`src/rtl/wb_arbiter.sv`:
```
// Writeback arbiter for the register file write port: ALU results take strict priority over a load-return FIFO.
// Optional build macro WB_LD_BYPASS_EN lets a load skip the empty FIFO and write in one cycle.
module wb_arbiter #(
  parameter int DEPTH  = 4,
  parameter int DATA_W = 64,
  parameter int ADDR_W = 5
) (
  input  logic                      clk,
  input  logic                      rst,
  input  logic                      alu_valid,
  input  logic [ADDR_W-1:0]         alu_addr,
  input  logic [2:0]                alu_ppp,
  input  logic [DATA_W-1:0]         alu_data,
  input  logic                      ld_valid,
  output logic                      ld_ready,
  input  logic [ADDR_W-1:0]         ld_addr,
  input  logic [2:0]                ld_ppp,
  input  logic [DATA_W-1:0]         ld_data,
  input  logic                      ld_issue,
  input  logic [ADDR_W-1:0]         ld_issue_addr,
  output logic                      wr_en,
  output logic [2:0]                ppp,
  output logic [ADDR_W-1:0]         in_addr,
  output logic [DATA_W-1:0]         in_data,
  output logic [(2**ADDR_W)-1:0]    pend_mask,
  output logic [$clog2(DEPTH):0]    fifo_count
);

  localparam int PTR_W = $clog2(DEPTH);
  localparam int CNT_W = PTR_W + 1;
  localparam int NREG  = 2**ADDR_W;

  logic [ADDR_W-1:0] addr_mem [DEPTH];
  logic [2:0]        ppp_mem  [DEPTH];
  logic [DATA_W-1:0] data_mem [DEPTH];

  logic [PTR_W-1:0]  wr_ptr;
  logic [PTR_W-1:0]  rd_ptr;

  logic              fifo_empty;
  logic              push;
  logic              pop;
  logic              bypass;

  logic              sel_valid;
  logic              sel_load;
  logic [ADDR_W-1:0] sel_addr;
  logic [2:0]        sel_ppp;
  logic [DATA_W-1:0] sel_data;
  logic [2:0]        norm_ppp;
  logic [NREG-1:0]   pend_next;

  // Readiness depends on occupancy only, so a full FIFO refuses a push even while popping.
  assign ld_ready   = (fifo_count != CNT_W'(DEPTH));
  assign fifo_empty = (fifo_count == '0);

  always_comb begin
    sel_valid = 1'b0;
    sel_load  = 1'b0;
    sel_addr  = alu_addr;
    sel_ppp   = alu_ppp;
    sel_data  = alu_data;
    pop       = 1'b0;
    bypass    = 1'b0;
    if (alu_valid) begin
      sel_valid = 1'b1;
    end else if (!fifo_empty) begin
      pop       = 1'b1;
      sel_valid = 1'b1;
      sel_load  = 1'b1;
      sel_addr  = addr_mem[rd_ptr];
      sel_ppp   = ppp_mem[rd_ptr];
      sel_data  = data_mem[rd_ptr];
    end
`ifdef WB_LD_BYPASS_EN
    else if (ld_valid) begin
      bypass    = 1'b1;
      sel_valid = 1'b1;
      sel_load  = 1'b1;
      sel_addr  = ld_addr;
      sel_ppp   = ld_ppp;
      sel_data  = ld_data;
    end
`endif
  end

  assign push     = ld_valid && ld_ready && !bypass;
  assign norm_ppp = (sel_ppp > 3'd4) ? 3'b000 : sel_ppp;

  // Storage needs no reset: entries are only read when the count says they are valid.
  always_ff @(posedge clk) begin
    if (push) begin
      addr_mem[wr_ptr] <= ld_addr;
      ppp_mem[wr_ptr]  <= ld_ppp;
      data_mem[wr_ptr] <= ld_data;
    end
  end

  always_ff @(posedge clk or posedge rst) begin
    if (rst) begin
      wr_ptr     <= '0;
      rd_ptr     <= '0;
      fifo_count <= '0;
    end else begin
      if (push) wr_ptr <= wr_ptr + PTR_W'(1);
      if (pop)  rd_ptr <= rd_ptr + PTR_W'(1);
      case ({push, pop})
        2'b10:   fifo_count <= fifo_count + CNT_W'(1);
        2'b01:   fifo_count <= fifo_count - CNT_W'(1);
        default: fifo_count <= fifo_count;
      endcase
    end
  end

  // A load retiring and a new load issuing to the same register leave the bit set.
  always_comb begin
    pend_next = pend_mask;
    if (sel_load && (sel_addr != '0)) pend_next[sel_addr] = 1'b0;
    if (ld_issue && (ld_issue_addr != '0)) pend_next[ld_issue_addr] = 1'b1;
  end

  always_ff @(posedge clk or posedge rst) begin
    if (rst) begin
      wr_en     <= 1'b0;
      ppp       <= '0;
      in_addr   <= '0;
      in_data   <= '0;
      pend_mask <= '0;
    end else begin
      wr_en     <= sel_valid && (sel_addr != '0);
      pend_mask <= pend_next;
      if (sel_valid) begin
        in_addr <= sel_addr;
        ppp     <= norm_ppp;
        in_data <= sel_data;
      end
    end
  end

endmodule

```
`config.mk`:
```
export PLATFORM = sky130hd
export DESIGN_NAME = wb_arbiter
export DESIGN_NICKNAME = d
export VERILOG_FILES = /design/src/rtl/wb_arbiter.sv
export SDC_FILE = /design/constraint.sdc
export NUM_CORES = 1
export LEC_CHECK = 0
export BUFFER_PORTS_ARGS = -buffer_cell sky130_fd_sc_hd__buf_2
export CAP_MARGIN = 20
export CORE_ASPECT_RATIO = 0.75
export CORE_MARGIN = 4
export CORE_UTILIZATION = 30
export DETAILED_ROUTE_END_ITERATION = 12
export MAX_ROUTING_LAYER = met4
export PLACE_DENSITY = 0.51
export SYNTH_ARGS = -nofsm -noshare
export SYNTH_HDL_FRONTEND = slang
export SYNTH_SLANG_ARGS = --single-unit
```
`constraint.sdc`:
```
create_clock -name clk -period 10.5 [get_ports clk]
set_clock_uncertainty 0.15 [all_clocks]
set_input_delay 1.05 -clock clk [delete_from_list [all_inputs] [get_ports clk]]
set_output_delay 1.05 -clock clk [all_outputs]
set_load 0.01 [all_outputs]
```
=== Yosys cells after proc, flatten, opt, wreduce, memory -nomap -nowiden ===
Memory sizes are Yosys's and may differ from the RTL's.
Cells that the tools add are included.

* Bits in read-only memories: 0
* Memories: 3
* Output and inout port bits: 109
* Bits in writable memories: 288
* Flip-flop bits (word level): 112
* Word-level logic and storage cells: 55
* Bits in latches: 0

* Multipliers: 0
* Bitwise operators: 3
* Add/sub/neg operators: 4
* Shift-type cells: 0
* Muxes and demuxes: 19
* Order comparisons: 5
* Reduce and logical (&&, ||, !) cells: 10
* Equality and inequality tests: 3
* Divide/modulo/power cells: 0

{| class="wikitable"
|+ Memories
! name !! words !! bits a word !! rd ports !! clocked after memory_dff !! write ports !! RTL line !! source
|-
| data_mem || 4 || 64 || 1 || 0 || 1 || 35 || <nowiki>logic [DATA_W-1:0] data_mem [DEPTH];</nowiki>
|-
| addr_mem || 4 || 5 || 1 || 0 || 1 || 33 || <nowiki>logic [ADDR_W-1:0] addr_mem [DEPTH];</nowiki>
|-
| ppp_mem || 4 || 3 || 1 || 0 || 1 || 34 || <nowiki>logic [2:0] ppp_mem [DEPTH];</nowiki>
|}

{| class="wikitable"
|+ Operators with widths
! operator !! count
|-
| $mux 64 || 2
|-
| $mux 32 || 2
|-
| $and 32x32->32 || 1
|-
| $not 32->32 || 1
|-
| $or 32x32->32 || 1
|-
| $lt 5x6->1 const B || 2
|-
| $demux 1 s5 || 2
|-
| $ge 5x1->1 const B || 2
|-
| $mux 5 || 2
|-
| $reduce_bool 5->1 || 2
|-
| $mux 3 || 3
|-
| $mux 1 || 7
|-
| $logic_and 1x1->1 || 6
|-
| $pmux 3 s2 || 1
|-
| $add 2x1->2 const B || 2
|-
| $add 3x1->3 const B || 1
|-
| $gt 3x3->1 const B || 1
|-
| $logic_not 3->1 || 1
|-
| $ne 3x3->1 const B || 1
|-
| $sub 3x1->3 const B || 1
|-
| $eq 2x1->1 const B || 1
|-
| $eq 2x2->1 const B || 1
|-
| $reduce_bool 2->1 || 1
|}

=== Depth between registers and ports, before layout ===
Gate-level depths: netlist (run 1).

* Word-level depth: 12
* Depth in mapped cells: 10

=== Worst setup path after synthesis (run 1) ===
No wires, ideal clock.

* Path type: input -> register
* Start: input ld_valid
* End: memory addr_mem[0][0] (enable)
* Slack: 7.137 ns
* Buffers on the path: 0
* Arrival time: 2.774 ns
* Stages on the path: 1
* Library setup time: 0.439 ns
* Cells stage by stage: and3_1

* Word-level cells in the longest chain between the ends: 3

{| class="wikitable"
|+ Ends and longest elaborated chain
! what !! RTL line !! source
|-
| start: declaration || 14 || <nowiki>input logic ld_valid,</nowiki>
|-
| $logic_and 1x1->1 || 87 || <nowiki>assign push = ld_valid && ld_ready && !bypass;</nowiki>
|-
| $mux 1 || 92 || <nowiki>if (push) begin</nowiki>
|-
| $mux 1 (not written as such) || 93 || <nowiki>addr_mem[wr_ptr] <= ld_addr;</nowiki>
|-
| end: declaration || 33 ||
|}

Every way passes these cells.

=== Final worst setup path (run 1) ===
* Start: register rd_ptr[0]
* End: register pend_mask[1]

* Word-level cells in the longest chain between the ends: 12
* Elaborated cells on any way between the ends: 15

{| class="wikitable"
|+ Ends and longest elaborated chain
! what !! RTL line !! source
|-
| start: declaration || 38 || <nowiki>logic [PTR_W-1:0] rd_ptr;</nowiki>
|-
| start signal: assignment || 106 || <nowiki>if (pop) rd_ptr <= rd_ptr + PTR_W'(1);</nowiki>
|-
| $mem_v2 4x5 (*) || n/a ||
|-
| $mux 5 (*) || 67 || <nowiki>end else if (!fifo_empty) begin</nowiki>
|-
| $mux 5 (*) || 65 || <nowiki>if (alu_valid) begin</nowiki>
|-
| $lt 5x6->1 (not written as such) / $ge 5x1->1 (equally long branches) || 118 || <nowiki>if (sel_load && (sel_addr != '0)) pend_next[sel_addr] = 1'b0;</nowiki>
|-
| $logic_and 1x1->1 (not written as such) || 118 ||
|-
| $mux 1 (not written as such) || 118 ||
|-
| $demux 1 s5 || 118 ||
|-
| $not 32->32 (no source line) || n/a ||
|-
| $and 32x32->32 (no source line) || n/a ||
|-
| $mux 32 (*) || 118 ||
|-
| $or 32x32->32 (no source line) || n/a ||
|-
| $mux 32 (*) || 119 || <nowiki>if (ld_issue && (ld_issue_addr != '0)) pend_next[ld_issue_addr] = 1'b1;</nowiki>
|-
| net pend_next[1] || 51 || <nowiki>logic [NREG-1:0] pend_next;</nowiki>
|-
| end signal: assignment || 131 || <nowiki>pend_mask <= pend_next;</nowiki>
|-
| end: declaration || 25 || <nowiki>output logic [(2**ADDR_W)-1:0] pend_mask,</nowiki>
|}

The timed path passes the listed nets; every way through them passes the cells marked *.
A chain may end at the register's enable or synchronous reset.

==> flow_metrics.py, run 1 <==
metrics = {
    "timing": {
        "relSlewSlack": 0.308,
        "fin_ws_ps": 6660,
        "hold_viol": 0,
        "drv_slew": 0,
        "fin_crit_ps": 3840,
        "rsz0062_at_grt": "false",
        "worst_pin_slew_ps": 1040,
        "hold_ws_ps": 227,
        "tns_ps": 0,
        "finalSetupViolations": 0,
        "timing.final.crit_share": 0.366,
        "max_freq_ghz": 0.260,
    },
    "routing": {
        "dr.pass1.iters": 4,
        "wl_per_cell_um": 21.0,
        "drtIter0Drc": 405,
        "postRouteWirelength_mm": 38.5,
        "vias_per_cell": 4.73,
        "vias": 8679,
        "drc_errors": 0,
        "ant_nets": 0,
    },
    "die": {
        "pin_count": 263,
        "die_h_um": 205,
        "start_util": 0.307,
        "die_area_um2": 55500,
        "core_area_um2": 50600,
        "die_x_um": 271,
        "rows": 71,
    },
    "cells_and_area": {
        "nets": 1294,
        "seqCellArea_um2": 11500,
        "fillers": 4755,
        "multiInputGateArea_um2": 3860,
        "final_cell_count_no_fill": 1836,
        "final_layout_size_suffix_gt1_frac": 0.362,
        "area_growth_syn_to_layout_pct": 23.0,
    },
    "placed_design": {
        "globalplace.congestion": 0.746,
        "dp_slack_ps": 6520,
        "port_buffers": 262,
        "dp.cells": 1746,
        "post-dp-hpwl_mm": 24.2,
    },
    "synthesis": {
        "synth-main-ff-cell": "edfxtp_1",
        "synthArstFlopShare": 0.280,
        "yosysUniqueCellTypes": 40,
        "syn_avg_cell_area_um2": 17.9,
        "synth_edf_count": 288,
        "seq_area_frac_synth": 0.737,
        "netlist_instances": 869,
        "yosys_register_bits": 400,
        "syn-num-nets": 1029,
        "yosys_warnings": 0,
        "synth_area_um2": 15500,
    },
    "setup_path": {
        "r2r_slack_ps": 6660,
        "crit_type": "register to register",
        "required_ps": 10770,
        "worstPathArrival_ps": 4110,
        "start_kind": "register",
        "crit_fanout": 38,
        "worst-r2r-cell-count": 5,
        "critPathCaptureType": "register",
    },
    "clocking": {
        "path_clk_slew_ps": 60,
        "insertion_delay_ps": 540,
        "cts_buffer_depth": 3,
        "cts_sinks": 400,
        "h-tree-depth": 2,
        "numCtsBuffers": 43,
        "root_buffer": "clkbuf_16",
        "cts-resized-gates": 0,
        "hold_buffers": 0,
        "cts_tree": "built",
        "post_cts_buffers": 0,
    },
    "pwr": {
        "peakVddDrop_uv": 131,
        "p_int_mw": 3.78,
        "p_clk_frac": 0.294,
        "p_sw_frac": 0.309,
        "seq_power_share": 0.427,
        "p_leak_nw": 7.48,
        "powerDensity_nw_per_um2": 286,
        "combPwrFrac": 0.279,
        "p_sw_mw": 1.69,
    },
    "global_routing": {
        "grt_pass1_wl_mm": 58.6,
        "first_global_vias": 9347,
        "overflow": 0,
        "grt_use_total": 0.142,
        "antenna_found_initial": 12,
        "grt_max_degree": 97,
    },
    "run_status": {
        "status": "finished, final reports clean",
    },
    "min_path": {
        "whs_path_depth": 0,
        "hold_class": "register to register",
    },
    "flow_run": {
        "maxCapViolations": 0,
    },
}
placed cells by master (no fill, tap or decap), types with 4 or more instances in the layout:
master / count
clkbuf_1: 9
mux2i_1: 71
ha_1: 5
clkbuf_16: 47
edfxtp_1: 288
o21ai_0: 100
xnor2_1: 4
mux4_2: 71
buf_2: 261
dfrtp_1: 110
inv_1: 9
clkinv_2: 5
clkbuf_8: 4
nor2_1: 5
o41ai_1: 30
nand2_1: 76
buf_4: 11
nand3b_1: 5
and3_4: 4
diode_2: 12
bufinv_16: 6
critical path, cell delays in order, from the launching register on:
cell,delay (ps)
dfrtp_4,960
buf_4,740
mux4_1,750
or2_1,380
or4_1,490
o2bb2ai_1,130
final cells by class:
cell class              instances  area share
well taps                     657      0.0430
flip-flops and latches        400       0.599
inverters                      10     0.00209
repair buffers                272      0.0727
clock buffers                  60      0.0662
multi-input cells             407       0.202
clock inverters                18      0.0132
diodes                         12     0.00157
registers in the layout, indices dropped and copies added, names as in the netlist, 3 cells and up:
signal and cells:
in_addr 5, in_data 64, pend_mask 32, addr_mem 20, data_mem 256, ppp 3
fifo_count 3, ppp_mem 12
final timing paths:
| check | from | endpoint |
|---|---|---|
| worst max-delay path | rd_ptr[0] | pend_mask[1] |
| worst min-delay path | pend_mask[0] | pend_mask[0] |
| worst max register to register | rd_ptr[0] | pend_mask[1] |
| worst min register to register | pend_mask[0] | pend_mask[0] |
| max in group asynchronous | rst | rd_ptr[0] |
| min in group asynchronous | rst | in_data[18] |
cell families (layout without fill, tap and decap cells):
logic type	after synthesis	in the layout	share of synthesized area
buffers and inverters	62	360	0.0162
other	0	12	0
AND/OR/NAND/NOR	109	109	0.0316
flip-flops	400	400	0.737
adder cells (fa/ha/maj)	6	6	0.00531
multiplexers	145	145	0.152
AO/OA/AOI/OAI	141	141	0.0547
XOR/XNOR	6	6	0.00338
per-layer routing:
metal  routed length, µm  GRT usage
met5                   0          -
met3                2520     0.0411
met4                 830     0.0368
met2               17000      0.209
met1               18200      0.195
cell usage after synthesis (9+ instances only):
| cell | n | area, µm² |
|---|---|---|
| edfxtp_1 | 288 | 8650 |
| dfrtp_1 | 112 | 2800 |
| o21ai_0 | 100 | 500 |
| nand2_1 | 76 | 285 |
| mux2i_1 | 71 | 711 |
| mux4_2 | 71 | 1600 |
| clkbuf_1 | 33 | 124 |
| o41ai_1 | 30 | 263 |
| inv_1 | 10 | 37.5 |
| buf_1 | 9 | 33.8 |
| buf_2 | 9 | 45.0 |
per-stage QoR:
step / util / power [mW] / area [µm²]
2_1_floorplan: - / 3.34 / 15500
3_3_place_gp: 0.347 / 3.92 / 17600
3_5_place_dp: 0.347 / 3.94 / 17600
6_report: 0.378 / 5.47 / 19100
5_1_grt: 0.377 / 5.80 / 19100
4_1_cts: 0.377 / 5.59 / 19100
power by group through the flow:
stage / Sequential, mW / Clock, mW / Combinational [mW]
after floorplan: 2.36 / 0 / 0.976
after global placement: 2.37 / 0 / 1.56
after CTS: 2.35 / 1.67 / 1.57
after global routing: 2.38 / 1.74 / 1.68
final: 2.33 / 1.61 / 1.53
after detailed placement: 2.37 / 0 / 1.57
No activity file was read; power rests on OpenSTA's default activity.
==> inputs of run 2 (changes only) <==
Settings changed: PLACE_DENSITY 0.51 to 0.53.
Clock period 10.5 ns to 3.4 ns, I/O delays scaled along.
==> run 2 against run 1 <==
Non-clock buffer count grew 151. Power grew to 3.1 times the previous value. Clock power grew to 2.9 times the previous value. Register-to-register slack lost 6200 ps. Sequential share of layout area shrank 4.3 points. Worst setup slack lost 6200 ps. Critical endpoint is now ppp[0]. Highest routed layer unchanged.
==> flow_metrics.py, run 2 (synthesized netlist as in run 1, its figures left out) <==
metrics = {
    "clocking": {
        "numCtsBuffers": 44,
        "root_buffer": "clkbuf_16",
        "cts_tree": "built",
        "hold_buffers": 145,
        "path_clk_slew_ps": 60,
        "cts_buffer_depth": 3,
        "post_cts_buffers": 0,
        "h-tree-depth": 2,
        "cts_sinks": 400,
        "cts-resized-gates": 0,
        "insertion_delay_ps": 560,
    },
    "cells_and_area": {
        "final_layout_size_suffix_gt1_frac": 0.326,
        "layout_common_cells": "288 x edfxtp_1, 261 x buf_2, 145 x dlygate4sd3_1",
        "regMostFlops": "data_mem",
        "final_area_um2": 20600,
        "final_common_cell": "edfxtp_1",
        "post-route-util": 0.406,
        "largest_registers": "data_mem: 256 flops, in_data: 64 flops, pend_mask: 32 flops",
        "area_growth_syn_to_layout_pct": 32.4,
        "nets": 1446,
        "largest_register_ffs": 256,
    },
    "setup_path": {
        "cp.buffers_inverters": 2,
        "start_kind": "register",
        "crit_family": "buffers and inverters",
        "critPathCaptureType": "register",
        "crit_path_cell_trace": "buf_4, mux4_2, mux2_2, o31ai_1, dlygate4sd3_1",
        "crit_type": "register to register",
        "required_ps": 3750,
        "slowest_stage": "mux4_2",
        "crit_fanout": 33,
        "worstPathArrival_ps": 3320,
        "critPathMaxStageDelay_ps": 600,
    },
    "routing": {
        "drc_errors": 0,
        "ant_nets": 0,
        "postRouteWirelength_mm": 39.0,
        "drtIter0Drc": 518,
        "vias": 9257,
        "vias_per_cell": 4.67,
        "dr.pass1.iters": 4,
        "wl_per_cell_um": 19.7,
    },
    "placed_design": {
        "post-dp-hpwl_mm": 24.2,
        "port_buffers": 262,
        "place_area_um2": 17700,
        "dp_slack_ps": 763,
        "globalplace.congestion": 0.747,
    },
    "timing": {
        "tns_ps": 0,
        "worst_pin_slew_ps": 801,
        "fin_ws_ps": 423,
        "hold_viol": 0,
        "finalSetupViolations": 0,
        "relSlewSlack": 0.466,
        "timing.final.crit_share": 0.876,
        "rsz0062_at_grt": "false",
        "fin_crit_ps": 2980,
        "hold_ws_ps": 48.1,
        "drv_slew": 0,
        "max_freq_ghz": 0.336,
    },
    "pwr": {
        "p_leak_nw": 8.09,
        "powerDensity_nw_per_um2": 818,
        "peakVddDrop_uv": 408,
    },
    "global_routing": {
        "antenna_found_initial": 5,
        "grt_use_total": 0.144,
        "grt_pass1_wl_mm": 59.8,
        "first_global_vias": 9827,
        "grt_max_degree": 113,
        "overflow": 0,
    },
    "die": {
        "core_area_um2": 50600,
        "die_h_um": 205,
        "rows": 71,
        "pin_count": 263,
        "die_x_um": 271,
        "start_util": 0.307,
        "die_area_um2": 55500,
    },
    "flow_run": {
        "maxCapViolations": 0,
    },
    "min_path": {
        "hold_class": "primary input to register",
    },
    "run_status": {
        "status": "finished, final reports clean",
    },
}
==> run 2: cell types whose count changed in the layout (fill, tap and decap cells not counted), sizes merged, moves of 3 or more <==
cell         change
clkinv           +8
diode            -7
clkinvlp         +3
buf              +6
clkbuf           -8
dlygate4sd3    +145
==> run 2: metal layers <==
metal  track usage  vias up  wire, µm
met3        0.0300       58      2120
met1         0.202     4670     18800
met2         0.217      240     17500
met5             -        -         0
li1              -     4289         -
met4        0.0343        0       636
==> run 2: metrics by stage <==
step | total power, mW | std cells
CTS | 17.2 | 1977
global route | 17.8 | 1982
finish | 16.8 | 1982
global placement | 12.1 | 1752
detailed placement | 12.2 | 1752
floorplan | 10.3 | 869
==> run 2: area by class of cell <==
| cell class | count | area, µm² |
|---|---|---|
| Timing Repair Buffer | 423 | 2950 |
| Clock inverter | 28 | 260 |
| Inverter | 10 | 41.3 |
| Clock buffer | 52 | 1170 |
| Tap cell | 657 | 822 |
| Antenna cell | 5 | 12.5 |
| Fill cell | 4683 | 30100 |
| Sequential cell | 400 | 11500 |
| Multi-Input combinational cell | 407 | 3860 |
==> run 2: worst min-delay path: stages <==
cell	delay (ps)
buf_2	90
mux2i_1	80
a32o_1	220
==> run 2: worst paths after layout <==
| check | cells past startpoint | slack [ps] | endpoint | start |
|---|---|---|---|---|
| max in group asynchronous | 4 | 2170 | rd_ptr[1] | rst |
| worst max-delay path | 5 | 420 | ppp[0] | rd_ptr[0] |
| worst min register to register | 0 | 220 | pend_mask[0] | pend_mask[0] |
| min in group asynchronous | 4 | 370 | pend_mask[23] | rst |
| worst max register to register | 5 | 420 | ppp[0] | rd_ptr[0] |
| worst min-delay path | 3 | 50 | ppp[2] | alu_ppp[0] |
==> run 2: power breakdown <==
| group | internal [mW] | switching [mW] |
|---|---|---|
| sequential | 6.56 | 0.541 |
| combinational | 2.22 | 2.79 |
| clock | 2.78 | 1.94 |
==> inputs of run 3 (changes only) <==
Settings changed: CELL_PAD_IN_SITES_DETAIL_PLACEMENT from default to 0, CELL_PAD_IN_SITES_GLOBAL_PLACEMENT from default to 1, PLACE_DENSITY 0.53 to 0.6.
==> run 3 against run 2 <==
Worst hold slack worse by 0.67 ps. First-iteration DRC count is 1.7% higher. Global-route usage is 0.097 points lower. Largest cell class unchanged. Largest power group unchanged.
==> flow_metrics.py, run 3 (synthesized netlist as in run 1, its figures left out) <==
metrics = {
    "clocking": {
        "root_buffer": "clkbuf_16",
        "numCtsBuffers": 43,
        "cts_tree": "built",
        "insertion_delay_ps": 540,
        "cts_sinks": 400,
        "h-tree-depth": 2,
        "cts_buffer_depth": 3,
        "path_clk_slew_ps": 60,
    },
    "placed_design": {
        "post-dp-hpwl_mm": 24.4,
        "port_buffers": 262,
        "globalplace.congestion": 0.776,
        "dp.cells": 1751,
        "place_area_um2": 17700,
    },
    "die": {
        "core_area_um2": 50600,
        "rows": 71,
        "start_util": 0.307,
        "die_x_um": 271,
        "die_area_um2": 55500,
        "pin_count": 263,
        "die_h_um": 205,
    },
    "routing": {
        "drc_errors": 0,
        "postRouteWirelength_mm": 38.3,
        "drtIter0Drc": 527,
        "wl_per_cell_um": 19.4,
        "ant_nets": 0,
        "dr.pass1.iters": 5,
        "vias_per_cell": 4.66,
        "vias": 9232,
    },
    "global_routing": {
        "grt_use_total": 0.143,
        "overflow": 0,
        "antenna_found_initial": 6,
        "grt_pass1_wl_mm": 59.5,
        "first_global_vias": 9868,
        "grt_max_degree": 67,
    },
    "setup_path": {
        "crit_type": "register to register",
        "required_ps": 3670,
        "crit_fanout": 21,
        "r2r_end": "pend_mask[1]",
        "worstPathArrival_ps": 2890,
        "start_kind": "register",
        "worst-r2r-cell-count": 4,
        "r2r_slack_ps": 790,
        "critPathCaptureType": "register",
        "regToRegStartpoint": "rd_ptr[1]",
    },
    "cells_and_area": {
        "area_growth_syn_to_layout_pct": 32.2,
        "final_area_um2": 20500,
        "layout_common_cells": "288 x edfxtp_1, 261 x buf_2, 143 x dlygate4sd3_1",
        "final_layout_size_suffix_gt1_frac": 0.322,
        "regMostFlops": "data_mem",
        "nets": 1442,
        "largest_register_ffs": 256,
        "final_cell_count_no_fill": 1979,
        "final_common_cell": "edfxtp_1",
        "largest_registers": "data_mem: 256 flops, in_data: 64 flops, pend_mask: 32 flops",
    },
    "pwr": {
        "p_leak_nw": 8.07,
        "powerDensity_nw_per_um2": 814,
        "peakVddDrop_uv": 456,
        "finalPower_mw": 16.7,
    },
    "min_path": {
        "min_delay_worst_endpoint": "ppp[0]",
        "min_from": "alu_ppp[2]",
        "whs_path_depth": 3,
        "hold_class": "primary input to register",
    },
    "timing": {
        "timing.final.crit_share": 0.769,
        "finalSetupViolations": 0,
        "worst_pin_slew_ps": 799,
        "fin_crit_ps": 2610,
        "tns_ps": 0,
        "max_freq_ghz": 0.383,
        "hold_viol": 0,
        "rsz0062_at_grt": "false",
        "relSlewSlack": 0.466,
        "drv_slew": 0,
    },
    "flow_run": {
        "maxCapViolations": 0,
    },
    "run_status": {
        "status": "finished, final reports clean",
    },
}
run 3: cell types whose count changed in the layout (fill, tap and decap cells not counted), sizes merged:
cell / previous run / this run
buf: 278 / 277
bufinv: 4 / 2
clkbuf: 52 / 61
clkinv: 16 / 13
clkinvlp: 5 / 3
diode: 5 / 6
dlygate4sd3: 145 / 143
inv: 13 / 10
run 3: per-layer routing:
layer	share of wire	wire, µm	global-route usage
met4	0.021	807	0.0379
met1	0.47	18100	0.198
met2	0.45	17200	0.213
met5	0	0	-
met3	0.058	2220	0.0337
run 3: through the flow:
step / worst slack, ps / hold slack (ps) / util
final: 786 / 47.5 / 0.406
after global routing: 670 / 48.3 / 0.406
after CTS: 810 / 3.57 / 0.405
after detailed placement: 827 / 212 / 0.349
after global placement: 843 / 210 / 0.349
after floorplan: 327 / 289 / -
run 3: report_power, final:
group | switching [mW] | internal, mW
combinational | 2.79 | 2.23
sequential | 0.561 | 6.56
clock | 1.86 | 2.71
total | 5.21 | 11.5
run 3: worst max-delay path, cell delays in order, from the launching register on:
cell and delay [ps]:
dfrtp_4 660, mux4_2 550, inv_1 380, or4_1 600
o2bb2ai_1 130
run 3: layout make-up:
class                      count  area [µm²]
sequential                   400       11500
antenna                        6        15.0
inverter                      10        41.3
clock inverter                18         145
clock buffer                  61        1250
timing repair buffer         420        2950
tap                          657         822
multi-input combinational    407        3860
fill                        4736       30100
run 3: worst max-delay path by stage:
stage / from / to / slack (ps) / depth (start not counted)
2_1_floorplan: fifo_count[0] / addr_mem[0][0] / 330 / 3
3_3_place_gp: rd_ptr[1] / pend_mask[1] / 840 / 4
3_5_place_dp: rd_ptr[1] / pend_mask[1] / 830 / 4
4_1_cts: rd_ptr[1] / pend_mask[1] / 810 / 4
5_1_grt: rd_ptr[1] / pend_mask[1] / 670 / 4
6_report: rd_ptr[1] / pend_mask[1] / 790 / 4
run 3: repair_timing:
| item | 4_1_cts | 5_1_grt |
|---|---|---|
| setup buffers | 0 | 0 |
| resized for setup | 0 | 0 |
| endpoints found under the hold margin | 389 | 0 |
| hold buffers | 143 | 0 |
